--- src/rtl/ppu_pkg.sv ---
// Shared PPU sizing helpers and the multiply-core state encoding.
// Exponent and mantissa widths are derived from the posit width N.
package ppu_pkg;

  localparam int ES = 2;

  function automatic int mant_size_f(input int n);
    return n - 2;
  endfunction

  function automatic int te_size_f(input int n);
    return $clog2(n) + ES + 1;
  endfunction

  function automatic int mul_result_size_f(input int n);
    return 2 * mant_size_f(n);
  endfunction

  typedef enum logic [1:0] {
    IDLE = 2'd0,
    BUSY = 2'd1,
    DONE = 2'd2
  } state_e;

endpackage

--- src/rtl/core_mul_seq_if.sv ---
// Operand/result handshake bundle for core_mul_seq.
// The master drives operands and accepts results; the slave is the core.
interface core_mul_seq_if
  import ppu_pkg::*;
#(
  parameter int N = 16
);
  localparam int M  = mant_size_f(N);
  localparam int TE = te_size_f(N);
  localparam int P  = mul_result_size_f(N);

  logic          in_valid;
  logic          in_ready;
  logic [TE-1:0] te1;
  logic [TE-1:0] te2;
  logic [M-1:0]  mant1;
  logic [M-1:0]  mant2;
  logic          out_valid;
  logic          out_ready;
  logic [P-1:0]  mant_out;
  logic [TE-1:0] te_out;

  modport master (
    output in_valid, te1, te2, mant1, mant2, out_ready,
    input  in_ready, out_valid, mant_out, te_out
  );

  modport slave (
    input  in_valid, te1, te2, mant1, mant2, out_ready,
    output in_ready, out_valid, mant_out, te_out
  );
endinterface

--- src/rtl/shift_add_mult.sv ---
// Radix-2 shift-add mantissa multiplier, one partial product per step.
// prod_o is the accumulator value after the current step; last_o flags the final step.
module shift_add_mult #(
  parameter int M = 14
) (
  input  logic           clk,
  input  logic           rst_n,
  input  logic           start_i,
  input  logic           step_i,
  input  logic [M-1:0]   mant_a_i,
  input  logic [M-1:0]   mant_b_i,
  output logic [2*M-1:0] prod_o,
  output logic           last_o
);
  localparam int CW = $clog2(M + 1);

  logic [2*M-1:0] acc_q;
  logic [2*M-1:0] acc_d;
  logic [M-1:0]   mult_q;
  logic [M-1:0]   mcand_q;
  logic [CW-1:0]  cnt_q;

  // Partial product is widened before shifting so no high bits are lost.
  always_comb begin
    acc_d = acc_q;
    if (mult_q[0]) begin
      acc_d = acc_q + ({{M{1'b0}}, mcand_q} << cnt_q);
    end else begin
      acc_d = acc_q;
    end
  end

  always_ff @(posedge clk or negedge rst_n) begin
    if (!rst_n) begin
      acc_q   <= '0;
      mult_q  <= '0;
      mcand_q <= '0;
      cnt_q   <= '0;
    end else if (start_i) begin
      acc_q   <= '0;
      mult_q  <= mant_a_i;
      mcand_q <= mant_b_i;
      cnt_q   <= '0;
    end else if (step_i) begin
      acc_q  <= acc_d;
      mult_q <= mult_q >> 1;
      cnt_q  <= cnt_q + CW'(1);
    end
  end

  assign prod_o = acc_d;
  assign last_o = step_i && (cnt_q == CW'(M - 1));
endmodule

--- src/rtl/core_mul_seq.sv ---
// Sequential te/mantissa multiply core: accept, MANT_SIZE shift-add steps, normalize, hold until taken.
// Only in_ready depends combinationally on an input (out_ready), enabling back-to-back operations.
module core_mul_seq
  import ppu_pkg::*;
#(
  parameter int N = 16
) (
  input logic           clk,
  input logic           rst_n,
  core_mul_seq_if.slave bus
);
  localparam int M  = mant_size_f(N);
  localparam int TE = te_size_f(N);
  localparam int P  = mul_result_size_f(N);

  state_e        state_q;
  state_e        state_d;
  logic [TE-1:0] te_sum_q;
  logic          out_valid_q;
  logic [P-1:0]  mant_out_q;
  logic [TE-1:0] te_out_q;
  logic [P-1:0]  prod_s;
  logic [P-1:0]  mant_norm_s;
  logic [TE-1:0] te_norm_s;
  logic          in_ready_s;
  logic          accept_s;
  logic          step_s;
  logic          handshake_s;
  logic          last_s;

  shift_add_mult #(.M(M)) u_mult (
    .clk      (clk),
    .rst_n    (rst_n),
    .start_i  (accept_s),
    .step_i   (step_s),
    .mant_a_i (bus.mant1),
    .mant_b_i (bus.mant2),
    .prod_o   (prod_s),
    .last_o   (last_s)
  );

  always_ff @(posedge clk or negedge rst_n) begin
    if (!rst_n) begin
      state_q <= IDLE;
    end else begin
      state_q <= state_d;
    end
  end

  always_comb begin
    state_d = state_q;
    case (state_q)
      IDLE: begin
        if (bus.in_valid) state_d = BUSY;
        else              state_d = IDLE;
      end
      BUSY: begin
        if (last_s) state_d = DONE;
        else        state_d = BUSY;
      end
      DONE: begin
        if (bus.out_ready) state_d = bus.in_valid ? BUSY : IDLE;
        else               state_d = DONE;
      end
      default: state_d = IDLE;
    endcase
  end

  always_comb begin
    in_ready_s  = (state_q == IDLE) || ((state_q == DONE) && bus.out_ready);
    accept_s    = bus.in_valid && in_ready_s;
    step_s      = (state_q == BUSY);
    handshake_s = (state_q == DONE) && bus.out_ready;
  end

  // Product lies in [1,4): a clear MSB means one left shift restores the hidden one.
  always_comb begin
    mant_norm_s = prod_s;
    te_norm_s   = te_sum_q;
    if (prod_s[P-1]) begin
      mant_norm_s = prod_s;
      te_norm_s   = te_sum_q + TE'(1);
    end else begin
      mant_norm_s = prod_s << 1;
      te_norm_s   = te_sum_q;
    end
  end

  always_ff @(posedge clk or negedge rst_n) begin
    if (!rst_n) begin
      te_sum_q    <= '0;
      out_valid_q <= 1'b0;
      mant_out_q  <= '0;
      te_out_q    <= '0;
    end else begin
      if (accept_s) begin
        te_sum_q <= bus.te1 + bus.te2;
      end
      if (last_s) begin
        out_valid_q <= 1'b1;
        mant_out_q  <= mant_norm_s;
        te_out_q    <= te_norm_s;
      end else if (handshake_s) begin
        out_valid_q <= 1'b0;
      end
    end
  end

  assign bus.in_ready  = in_ready_s;
  assign bus.out_valid = out_valid_q;
  assign bus.mant_out  = mant_out_q;
  assign bus.te_out    = te_out_q;
endmodule

--- src/flat_wrapper.sv ---
// flat-port wrapper written by rule: the top's interface ports become plain ports
module core_mul_seq_flat import ppu_pkg::*;
#(
  parameter int N = 16
)
  (clk, rst_n, bus_in_valid, bus_te1, bus_te2, bus_mant1, bus_mant2, bus_out_ready, bus_in_ready, bus_out_valid, bus_mant_out, bus_te_out);
  core_mul_seq_if #(.N(N)) bus_i ();
  input logic clk;
  input logic rst_n;
  input wire logic [$bits(bus_i.in_valid)-1:0] bus_in_valid;
  input wire logic [$bits(bus_i.te1)-1:0] bus_te1;
  input wire logic [$bits(bus_i.te2)-1:0] bus_te2;
  input wire logic [$bits(bus_i.mant1)-1:0] bus_mant1;
  input wire logic [$bits(bus_i.mant2)-1:0] bus_mant2;
  input wire logic [$bits(bus_i.out_ready)-1:0] bus_out_ready;
  output wire logic [$bits(bus_i.in_ready)-1:0] bus_in_ready;
  output wire logic [$bits(bus_i.out_valid)-1:0] bus_out_valid;
  output wire logic [$bits(bus_i.mant_out)-1:0] bus_mant_out;
  output wire logic [$bits(bus_i.te_out)-1:0] bus_te_out;
  assign bus_i.in_valid = bus_in_valid;
  assign bus_i.te1 = bus_te1;
  assign bus_i.te2 = bus_te2;
  assign bus_i.mant1 = bus_mant1;
  assign bus_i.mant2 = bus_mant2;
  assign bus_i.out_ready = bus_out_ready;
  assign bus_in_ready = bus_i.in_ready;
  assign bus_out_valid = bus_i.out_valid;
  assign bus_mant_out = bus_i.mant_out;
  assign bus_te_out = bus_i.te_out;
  core_mul_seq #(.N(N)) u_core (.clk(clk), .rst_n(rst_n), .bus(bus_i));
endmodule
--- config.mk ---
export PLATFORM = sky130hd
export DESIGN_NAME = core_mul_seq_flat
export DESIGN_NICKNAME = d
export VERILOG_FILES = /design/src/rtl/ppu_pkg.sv /design/src/rtl/core_mul_seq_if.sv /design/src/rtl/shift_add_mult.sv /design/src/rtl/core_mul_seq.sv /design/src/flat_wrapper.sv
export SDC_FILE = /design/constraint.sdc
export NUM_CORES = 1
export LEC_CHECK = 0
export CAP_MARGIN = 25
export CORE_ASPECT_RATIO = 0.9
export CORE_MARGIN = 2
export CORE_UTILIZATION = 30
export CTS_CLUSTER_SIZE = 40
export DETAILED_ROUTE_END_ITERATION = 12
export PLACE_DENSITY = 0.6
export SLEW_MARGIN = 20
export SYNTH_ARGS = -nofsm -noshare
export SYNTH_HDL_FRONTEND = slang
export SYNTH_SLANG_ARGS = --single-unit
--- constraint.sdc ---
create_clock -name clk -period 3.9 [get_ports clk]
set_input_delay 0.585 -clock clk [delete_from_list [all_inputs] [get_ports clk]]
set_output_delay 0.585 -clock clk [all_outputs]
set_load 0.02 [all_outputs]
==> metrics.txt, run 1 <==
# TYPE chip_impl_metric gauge
chip_impl_info{name="failing_checks",value="negative setup slack"} 1
chip_impl_metric{name="floorplan.die.height",unit="um"} 152
chip_impl_metric{name="grt_max_degree",unit=""} 64
chip_impl_metric{name="syn-num-nets",unit=""} 934
chip_impl_metric{name="worst_hold_slack",unit="ns"} 0.322
chip_impl_metric{name="core_area",unit="um^2"} 23500
chip_impl_metric{name="first_iter_violations",unit=""} 417
chip_impl_metric{name="post_drt_via_cell_ratio",unit=""} 5.08
chip_impl_info{name="setup.worst_path.start_class",value="flip-flop"} 1
chip_impl_metric{name="timing.final.max_slew_violations",unit=""} 0
chip_impl_metric{name="finalWirelength",unit="um"} 21100
chip_impl_metric{name="floorplan.initialDensity",unit=""} 0.308
chip_impl_metric{name="postSynthRegisterBits",unit=""} 105
chip_impl_metric{name="grt_first_pass_wirelength",unit="um"} 34400
chip_impl_metric{name="synth.yosys.warnings",unit=""} 0
chip_impl_metric{name="worst_slew_pin_slew",unit="ns"} 0.858
chip_impl_metric{name="wl_per_cell",unit="um"} 15.6
chip_impl_metric{name="globalRouteTotalUtil",unit=""} 0.168
chip_impl_info{name="criticalPathCategory",value="flip-flop to flip-flop"} 1
chip_impl_info{name="final_cell_mix",value="150 x sky130_fd_sc_hd__nand2_1, 142 x sky130_fd_sc_hd__buf_4, 104 x sky130_fd_sc_hd__dfrtp_1, 81 x sky130_fd_sc_hd__clkdlybuf4s50_1, 50 x sky130_fd_sc_hd__nand3_1"} 1
chip_impl_metric{name="boundaryPins",unit=""} 83
chip_impl_metric{name="final_layout_size_suffix_gt1_frac",unit=""} 0.284
chip_impl_metric{name="numCtsBuffers",unit=""} 9
chip_impl_metric{name="syn_area",unit="um^2"} 7250
chip_impl_metric{name="power.density",unit="nW/um^2"} 1060
chip_impl_metric{name="htreeDepth",unit=""} 3
chip_impl_metric{name="leakage_power",unit="nW"} 4.66
chip_impl_metric{name="synth_cell_types",unit=""} 60
chip_impl_metric{name="max-vdd-ir-drop",unit="mV"} 0.538
chip_impl_metric{name="place_congestion",unit=""} 0.909
chip_impl_metric{name="die-area",unit="um^2"} 25400
chip_impl_info{name="layout_commonest_cell",value="sky130_fd_sc_hd__nand2_1"} 1
chip_impl_metric{name="cts.clk_slew.worst_paths",unit="ns"} 0.08
chip_impl_metric{name="non_filler_cell_area_final",unit="um^2"} 10300
chip_impl_metric{name="final-instance-count-excl-fill",unit=""} 1349
chip_impl_metric{name="post-place-cells",unit=""} 1305
chip_impl_metric{name="finalPower",unit="mW"} 10.9
chip_impl_metric{name="buffer_ports.inserted",unit=""} 82
chip_impl_metric{name="cts_buffer_depth",unit=""} 2
chip_impl_metric{name="yosysSeqAreaShare",unit=""} 0.362
chip_impl_metric{name="antenna_found_initial",unit=""} 0
chip_impl_metric{name="area_delta_synth_final",unit="%"} 42.2
chip_impl_metric{name="timing.clock.skew",unit="ns"} 0.0151
chip_impl_metric{name="finalCriticalPeriod",unit="ns"} 4.07
chip_impl_info{name="rsz0062_at_grt",value="true"} 1
chip_impl_metric{name="instance_area_after_placement",unit="um^2"} 9250
chip_impl_metric{name="tritoncts_num_sinks",unit=""} 105
chip_impl_info{name="synthFlopType",value="sky130_fd_sc_hd__dfrtp_1"} 1
chip_impl_metric{name="drv.max_cap_violation_count",unit=""} 0
chip_impl_info{name="tritoncts",value="yes"} 1
chip_impl_metric{name="route.vias.total",unit=""} 6847
chip_impl_info{name="cp-end-kind",value="flip-flop"} 1
chip_impl_metric{name="avgSynthCellArea",unit="um^2"} 8.53
chip_impl_metric{name="cp.arrival",unit="ns"} 4.38
chip_impl_metric{name="max-slew-margin-rel",unit=""} 0.428
chip_impl_metric{name="crit_required",unit="ns"} 4.21
chip_impl_metric{name="clock_latency_on_the_worst_skew_pair",unit="ns"} 0.37
chip_impl_metric{name="post-place-ws",unit="ns"} -0.273
chip_impl_metric{name="final.period_utilization",unit=""} 1.04
chip_impl_metric{name="report.final.setup_viol",unit=""} 30
chip_impl_metric{name="firstDrtPassIters",unit=""} 6
chip_impl_metric{name="post_synth_inst_count",unit=""} 850
chip_impl_metric{name="async_flop_share",unit=""} 1.00
chip_impl_metric{name="timing_hold_violations_final",unit=""} 0
chip_impl_metric{name="count_of_flip_flops_with_a_built_in_enable_after_synthesis",unit=""} 0
chip_impl_metric{name="drt.antenna.violating_nets",unit=""} 0
chip_impl_metric{name="insertedDiodeCount",unit=""} 0
chip_impl_info{name="outcome",value="finished, violations left"} 1
chip_impl_metric{name="post_cts_hold_buffers",unit=""} 0
chip_impl_info{name="cts-root-buf",value="sky130_fd_sc_hd__clkbuf_16"} 1
chip_impl_metric{name="std_cell_rows",unit=""} 53
chip_impl_info{name="min-delay-path-class",value="primary input to asynchronous set/reset pin"} 1
chip_impl_metric{name="grt_remaining_overflow",unit=""} 0
chip_impl_metric{name="timing.critical_path.fanout_max",unit=""} 11
chip_impl_metric{name="final_net_count",unit=""} 1126
chip_impl_metric{name="route.detailed.drc",unit=""} 0
chip_impl_metric{name="number_of_global_route_vias_before_repair",unit=""} 6533
chip_impl_metric{name="flop2flop_setup_slack",unit="ns"} -0.17
chip_impl_metric{name="detailedPlacementHpwl",unit="um"} 15200
chip_impl_metric{name="die_w",unit="um"} 168
chip_impl_metric{name="final.setup.worst_slack",unit="ns"} -0.174
chip_impl_metric{name="fmax",unit="GHz"} 0.245
-- worst paths after layout --
kind,start,end,depth (start not counted)
worst max register to register,u_core.u_mult.cnt_q[0]$_DFFE_PN0P_,u_core.bus.te_out[4]$_DFFE_PN0P_,19
worst max-delay path,u_core.u_mult.cnt_q[0]$_DFFE_PN0P_,u_core.bus.te_out[4]$_DFFE_PN0P_,19
worst min register to register,u_core.bus.mant_out[15]$_DFFE_PN0P_,u_core.bus.mant_out[15]$_DFFE_PN0P_,2
min in group clk,u_core.bus.mant_out[15]$_DFFE_PN0P_,u_core.bus.mant_out[15]$_DFFE_PN0P_,2
max in group asynchronous,rst_n,u_core.u_mult.acc_q[25]$_DFFE_PN0P_,2
worst min-delay path,rst_n,u_core.bus.mant_out[1]$_DFFE_PN0P_,1
-- power by group --
| part | total [mW] | switching [mW] | internal [mW] |
|---|---|---|---|
| clock | 0.976 | 0.461 | 0.515 |
| combinational | 7.94 | 4.02 | 3.92 |
| sequential | 1.99 | 0.425 | 1.57 |
| total | 10.9 | 4.90 | 6.00 |
-- metrics by stage --
stage	utilization	TNS [ns]
2_1_floorplan	-	0
3_3_place_gp	0.393	-4.51
3_5_place_dp	0.393	-5.14
4_1_cts	0.426	-1.49
5_1_grt	0.438	-10.16
6_report	0.438	-3.18
-- metal layers --
layer | GRT usage | wire length [um] | up-vias
met3 | 0.0301 | 919 | 28
met1 | 0.241 | 10200 | 3233
met2 | 0.265 | 9570 | 161
met4 | 0.0409 | 333 | 0
li1 | - | - | 3425
met5 | 0 | 0 | -
-- layout make-up --
class | count | area [um^2]
Timing Repair Buffer | 236 | 2050
Clock inverter | 6 | 83.8
Multi-Input combinational cell | 672 | 4880
Tap cell | 302 | 378
Inverter | 18 | 67.6
Clock buffer | 10 | 229
Fill cell | 2258 | 13200
Sequential cell | 105 | 2630
-- state kept, by name, indices dropped and copies added, names as in the netlist --
register	cells
u_core.u_mult.cnt_q	4
u_core.u_mult.mcand_q	14
u_core.te_sum_q	7
u_core.u_mult.mult_q	14
u_core.state_q	2
u_core.bus.mant_out	28
u_core.bus.out_valid	1
u_core.bus.te_out	7
u_core.u_mult.acc_q	28
-- Yosys cell counts, drive strengths merged, types with 2 or more instances --
| cell | count | area (um^2) |
|---|---|---|
| o22ai | 4 | 25.0 |
| and4 | 3 | 26.3 |
| fa | 2 | 40.0 |
| a22o | 3 | 26.3 |
| mux4 | 5 | 113 |
| inv | 18 | 67.6 |
| nor3 | 9 | 45.0 |
| nand4 | 9 | 56.3 |
| and3 | 4 | 26.3 |
| a21boi | 3 | 22.5 |
| o311ai | 2 | 17.5 |
| a211o | 2 | 17.5 |
| nand2b | 5 | 31.3 |
| nand3 | 52 | 260 |
| a21oi | 50 | 250 |
| nor2b | 11 | 68.8 |
| mux2i | 31 | 310 |
| o21ai | 78 | 390 |
| xor2 | 10 | 87.6 |
| o21bai | 6 | 45.0 |
| a21o | 12 | 90.1 |
| a22oi | 13 | 97.6 |
| a211oi | 8 | 60.1 |
| o211ai | 7 | 52.6 |
| a31oi | 13 | 93.8 |
| o41ai | 2 | 36.3 |
| dfrtp | 105 | 2630 |
| clkbuf | 35 | 131 |
| a31o | 3 | 26.3 |
| or3 | 2 | 12.5 |
| o31ai | 2 | 15.0 |
| a2111oi | 2 | 36.3 |
| o2bb2ai | 3 | 26.3 |
| or4 | 5 | 37.5 |
| a41oi | 2 | 17.5 |
| mux2 | 24 | 293 |
| ha | 36 | 450 |
| o21a | 3 | 22.5 |
| nor2 | 50 | 188 |
| nand2 | 159 | 599 |
| xnor2 | 24 | 218 |
| buf | 20 | 104 |
| or2 | 2 | 12.5 |
| and2 | 7 | 43.8 |
-- cell families (layout without fill, tap and decap cells) --
| family | count (synthesis) | count (layout) | synth area share |
|---|---|---|---|
| compound gates | 221 | 221 | 0.193 |
| xor+xnor | 34 | 34 | 0.0421 |
| fa+ha+maj | 38 | 38 | 0.0676 |
| buf+inv | 73 | 270 | 0.0417 |
| flops | 105 | 105 | 0.362 |
| mux | 60 | 60 | 0.0987 |
| simple gates | 319 | 319 | 0.195 |
-- critical path, stage by stage, from the launching register on --
cell and delay (ns):
sky130_fd_sc_hd__dfrtp_1 0.41, sky130_fd_sc_hd__buf_6 0.14, sky130_fd_sc_hd__mux4_2 0.55, sky130_fd_sc_hd__nand2_1 0.11, sky130_fd_sc_hd__nand2_2 0.07, sky130_fd_sc_hd__nand2_1 0.08, sky130_fd_sc_hd__o21ai_2 0.09, sky130_fd_sc_hd__ha_4 0.31
sky130_fd_sc_hd__buf_4 0.14, sky130_fd_sc_hd__nand4_1 0.17, sky130_fd_sc_hd__a21oi_2 0.23, sky130_fd_sc_hd__a21oi_4 0.10, sky130_fd_sc_hd__a31oi_4 0.19, sky130_fd_sc_hd__a31oi_4 0.12, sky130_fd_sc_hd__a2111oi_4 0.22, sky130_fd_sc_hd__buf_4 0.21
sky130_fd_sc_hd__xnor2_4 0.12, sky130_fd_sc_hd__buf_12 0.19, sky130_fd_sc_hd__or4_1 0.47, sky130_fd_sc_hd__nand3_1 0.09
-- what timing repair did --
item | in CTS | in global routing
pin swaps | 17 | 12
gates resized for setup | 75 | 57
gates cloned | 1 | 0
setup buffers | 19 | 8
setup endpoints to repair | 34 | 40
No activity file was read; power rests on OpenSTA's default activity.
==> run 2: changes to the inputs <==
Settings changed: CORE_UTILIZATION 30 to 52, PLACE_DENSITY 0.6 to 0.88.
==> metrics.txt, run 2 (synthesis gave the netlist of run 1 again) <==
# TYPE chip_impl_metric gauge
chip_impl_metric{name="finalCriticalPeriod",unit="ns"} 4.34
chip_impl_metric{name="tritoncts_num_sinks",unit=""} 105
chip_impl_metric{name="area_delta_synth_final",unit="%"} 43.6
chip_impl_metric{name="boundaryPins",unit=""} 83
chip_impl_metric{name="final.setup.worst_slack",unit="ns"} -0.435
chip_impl_metric{name="cts_buffer_depth",unit=""} 2
chip_impl_metric{name="htreeDepth",unit=""} 3
chip_impl_metric{name="clock_latency_on_the_worst_skew_pair",unit="ns"} 0.37
chip_impl_metric{name="die_w",unit="um"} 128
chip_impl_metric{name="crit_required",unit="ns"} 4.17
chip_impl_metric{name="finalWirelength",unit="um"} 23200
chip_impl_info{name="cp-end-kind",value="flip-flop"} 1
chip_impl_metric{name="grt_remaining_overflow",unit=""} 0
chip_impl_metric{name="final.period_utilization",unit=""} 1.11
chip_impl_metric{name="number_of_global_route_vias_before_repair",unit=""} 7154
chip_impl_metric{name="route.vias.total",unit=""} 7537
chip_impl_metric{name="timing.critical_path.fanout_max",unit=""} 5
chip_impl_metric{name="final_core_util",unit=""} 0.774
chip_impl_metric{name="worst_slew_pin_slew",unit="ns"} 0.817
chip_impl_metric{name="first_iter_violations",unit=""} 760
chip_impl_metric{name="grt_first_pass_wirelength",unit="um"} 34700
chip_impl_metric{name="buffer_ports.inserted",unit=""} 82
chip_impl_metric{name="fmax",unit="GHz"} 0.231
chip_impl_metric{name="report.final.setup_viol",unit=""} 37
chip_impl_info{name="outcome",value="finished, violations left"} 1
chip_impl_metric{name="timing_hold_violations_final",unit=""} 0
chip_impl_metric{name="floorplan.initialDensity",unit=""} 0.539
chip_impl_metric{name="grt_max_degree",unit=""} 67
chip_impl_metric{name="insertedDiodeCount",unit=""} 0
chip_impl_metric{name="leakage_power",unit="nW"} 4.77
chip_impl_info{name="rsz0062_at_grt",value="true"} 1
chip_impl_metric{name="cp.arrival",unit="ns"} 4.61
chip_impl_info{name="tritoncts",value="yes"} 1
chip_impl_metric{name="wl_per_cell",unit="um"} 18.9
chip_impl_metric{name="globalRouteTotalUtil",unit=""} 0.295
chip_impl_metric{name="place_congestion",unit=""} 1.01
chip_impl_metric{name="tns",unit="ns"} -11.38
chip_impl_metric{name="drt.antenna.violating_nets",unit=""} 0
chip_impl_info{name="layout_commonest_cell",value="sky130_fd_sc_hd__nand2_1"} 1
chip_impl_metric{name="die-area",unit="um^2"} 14900
chip_impl_metric{name="timing.final.max_slew_violations",unit=""} 0
chip_impl_metric{name="fill_cells",unit=""} 813
chip_impl_info{name="failing_checks",value="negative setup slack"} 1
chip_impl_metric{name="drv.max_cap_violation_count",unit=""} 0
chip_impl_info{name="criticalPathCategory",value="flip-flop to flip-flop"} 1
chip_impl_metric{name="power.density",unit="nW/um^2"} 1100
chip_impl_metric{name="post_drt_via_cell_ratio",unit=""} 6.13
chip_impl_info{name="setup.worst_path.start_class",value="flip-flop"} 1
chip_impl_metric{name="final_layout_size_suffix_gt1_frac",unit=""} 0.303
chip_impl_info{name="cts-root-buf",value="sky130_fd_sc_hd__clkbuf_16"} 1
chip_impl_metric{name="max-vdd-ir-drop",unit="mV"} 0.594
chip_impl_info{name="min-delay-path-class",value="primary input to asynchronous set/reset pin"} 1
chip_impl_metric{name="final_net_count",unit=""} 1142
chip_impl_metric{name="post_cts_hold_buffers",unit=""} 0
chip_impl_metric{name="timing.clock.skew",unit="ns"} 0.00709
chip_impl_metric{name="antenna_found_initial",unit=""} 0
chip_impl_metric{name="std_cell_rows",unit=""} 40
chip_impl_metric{name="detailedPlacementHpwl",unit="um"} 14900
chip_impl_metric{name="max-slew-margin-rel",unit=""} 0.455
chip_impl_metric{name="floorplan.die.height",unit="um"} 116
chip_impl_metric{name="numCtsBuffers",unit=""} 9
chip_impl_metric{name="cts.clk_slew.worst_paths",unit="ns"} 0.07
chip_impl_info{name="final_cell_mix",value="149 x sky130_fd_sc_hd__nand2_1, 144 x sky130_fd_sc_hd__buf_4, 104 x sky130_fd_sc_hd__dfrtp_1, 81 x sky130_fd_sc_hd__clkdlybuf4s50_1, 50 x sky130_fd_sc_hd__o21ai_0"} 1
chip_impl_metric{name="core_area",unit="um^2"} 13500
chip_impl_metric{name="firstDrtPassIters",unit=""} 6
chip_impl_metric{name="route.detailed.drc",unit=""} 0
==> run 2: power by group <==
part	switching (mW)	total (mW)	leakage (nW)	internal, mW
Combinational	4.40	8.48	3.28	4.08
Clock	0.456	0.962	0.150	0.506
Sequential	0.465	2.03	1.34	1.57
==> run 2: metal layers <==
layer	vias up	GRT usage	wire, um
li1	3442	-	-
met1	3585	0.379	9360
met2	423	0.488	11200
met3	87	0.0633	1760
met4	0	0.124	943
met5	-	0	0
==> run 2: critical path, stage by stage, from the launching register on <==
cell and delay, ns:
sky130_fd_sc_hd__dfrtp_2 0.47, sky130_fd_sc_hd__buf_6 0.15, sky130_fd_sc_hd__buf_6 0.11, sky130_fd_sc_hd__mux2i_4 0.18
sky130_fd_sc_hd__a21oi_2 0.20, sky130_fd_sc_hd__buf_4 0.15, sky130_fd_sc_hd__a21oi_4 0.07, sky130_fd_sc_hd__mux2i_2 0.28
sky130_fd_sc_hd__ha_1 0.34, sky130_fd_sc_hd__a21oi_2 0.18, sky130_fd_sc_hd__o21ai_2 0.10, sky130_fd_sc_hd__nor3b_2 0.23
sky130_fd_sc_hd__and3_4 0.23, sky130_fd_sc_hd__nor3_4 0.04, sky130_fd_sc_hd__a2111oi_4 0.39, sky130_fd_sc_hd__clkbuf_16 0.23
sky130_fd_sc_hd__buf_12 0.11, sky130_fd_sc_hd__xnor2_4 0.14, sky130_fd_sc_hd__buf_6 0.14, sky130_fd_sc_hd__mux2_4 0.29
sky130_fd_sc_hd__o21ai_1 0.19
==> run 2: worst paths after layout <==
path                       cells past startpoint                                   end                                 start  slack, ns
hold / removal                                 1   u_core.bus.mant_out[14]$_DFFE_PN0P_                                 rst_n       0.28
setup / recovery                              20   u_core.bus.mant_out[18]$_DFFE_PN0P_    u_core.u_mult.cnt_q[1]$_DFFE_PN0P_      -0.44
min in group clk                               2  u_core.u_mult.mult_q[12]$_DFFE_PN0P_  u_core.u_mult.mult_q[12]$_DFFE_PN0P_       0.49
hold reg to reg                                2  u_core.u_mult.mult_q[12]$_DFFE_PN0P_  u_core.u_mult.mult_q[12]$_DFFE_PN0P_       0.49
max in group asynchronous                      2    u_core.u_mult.cnt_q[1]$_DFFE_PN0P_                                 rst_n       2.75
setup reg to reg                              20   u_core.bus.mant_out[18]$_DFFE_PN0P_    u_core.u_mult.cnt_q[1]$_DFFE_PN0P_      -0.44
==> run 2: layout make-up <==
cell class | instances | area (um^2) | area share
clock buffer | 9 | 225 | 0.0216
clock inverter | 6 | 75.1 | 0.00721
inverter | 18 | 67.6 | 0.00648
multi-input combinational | 673 | 4970 | 0.477
sequential | 105 | 2630 | 0.252
tap | 168 | 210 | 0.0202
timing repair buffer | 251 | 2240 | 0.215
==> run 2: stage by stage <==
| step | hold slack, ns | cells | area [um^2] | setup WS (ns) | power, mW |
|---|---|---|---|---|---|
| finish | 0.285 | 1230 | 10400 | -0.435 | 11.5 |
| global route | 0.367 | 1230 | 10400 | -0.551 | 12.1 |
| CTS | 0.334 | 1213 | 9870 | -0.237 | 10.1 |
| detailed placement | 0.468 | 1171 | 9080 | -0.455 | 8.54 |
| global placement | 0.458 | 1170 | 9060 | -0.405 | 8.33 |
| floorplan | 0.289 | 850 | 7310 | 0.00109 | 5.99 |
==> run 2: repair_timing <==
item,CTS,global route
gates cloned,3,0
setup buffers,24,18
resized for setup,64,89
setup endpoints to repair,39,43
pin swaps,30,47
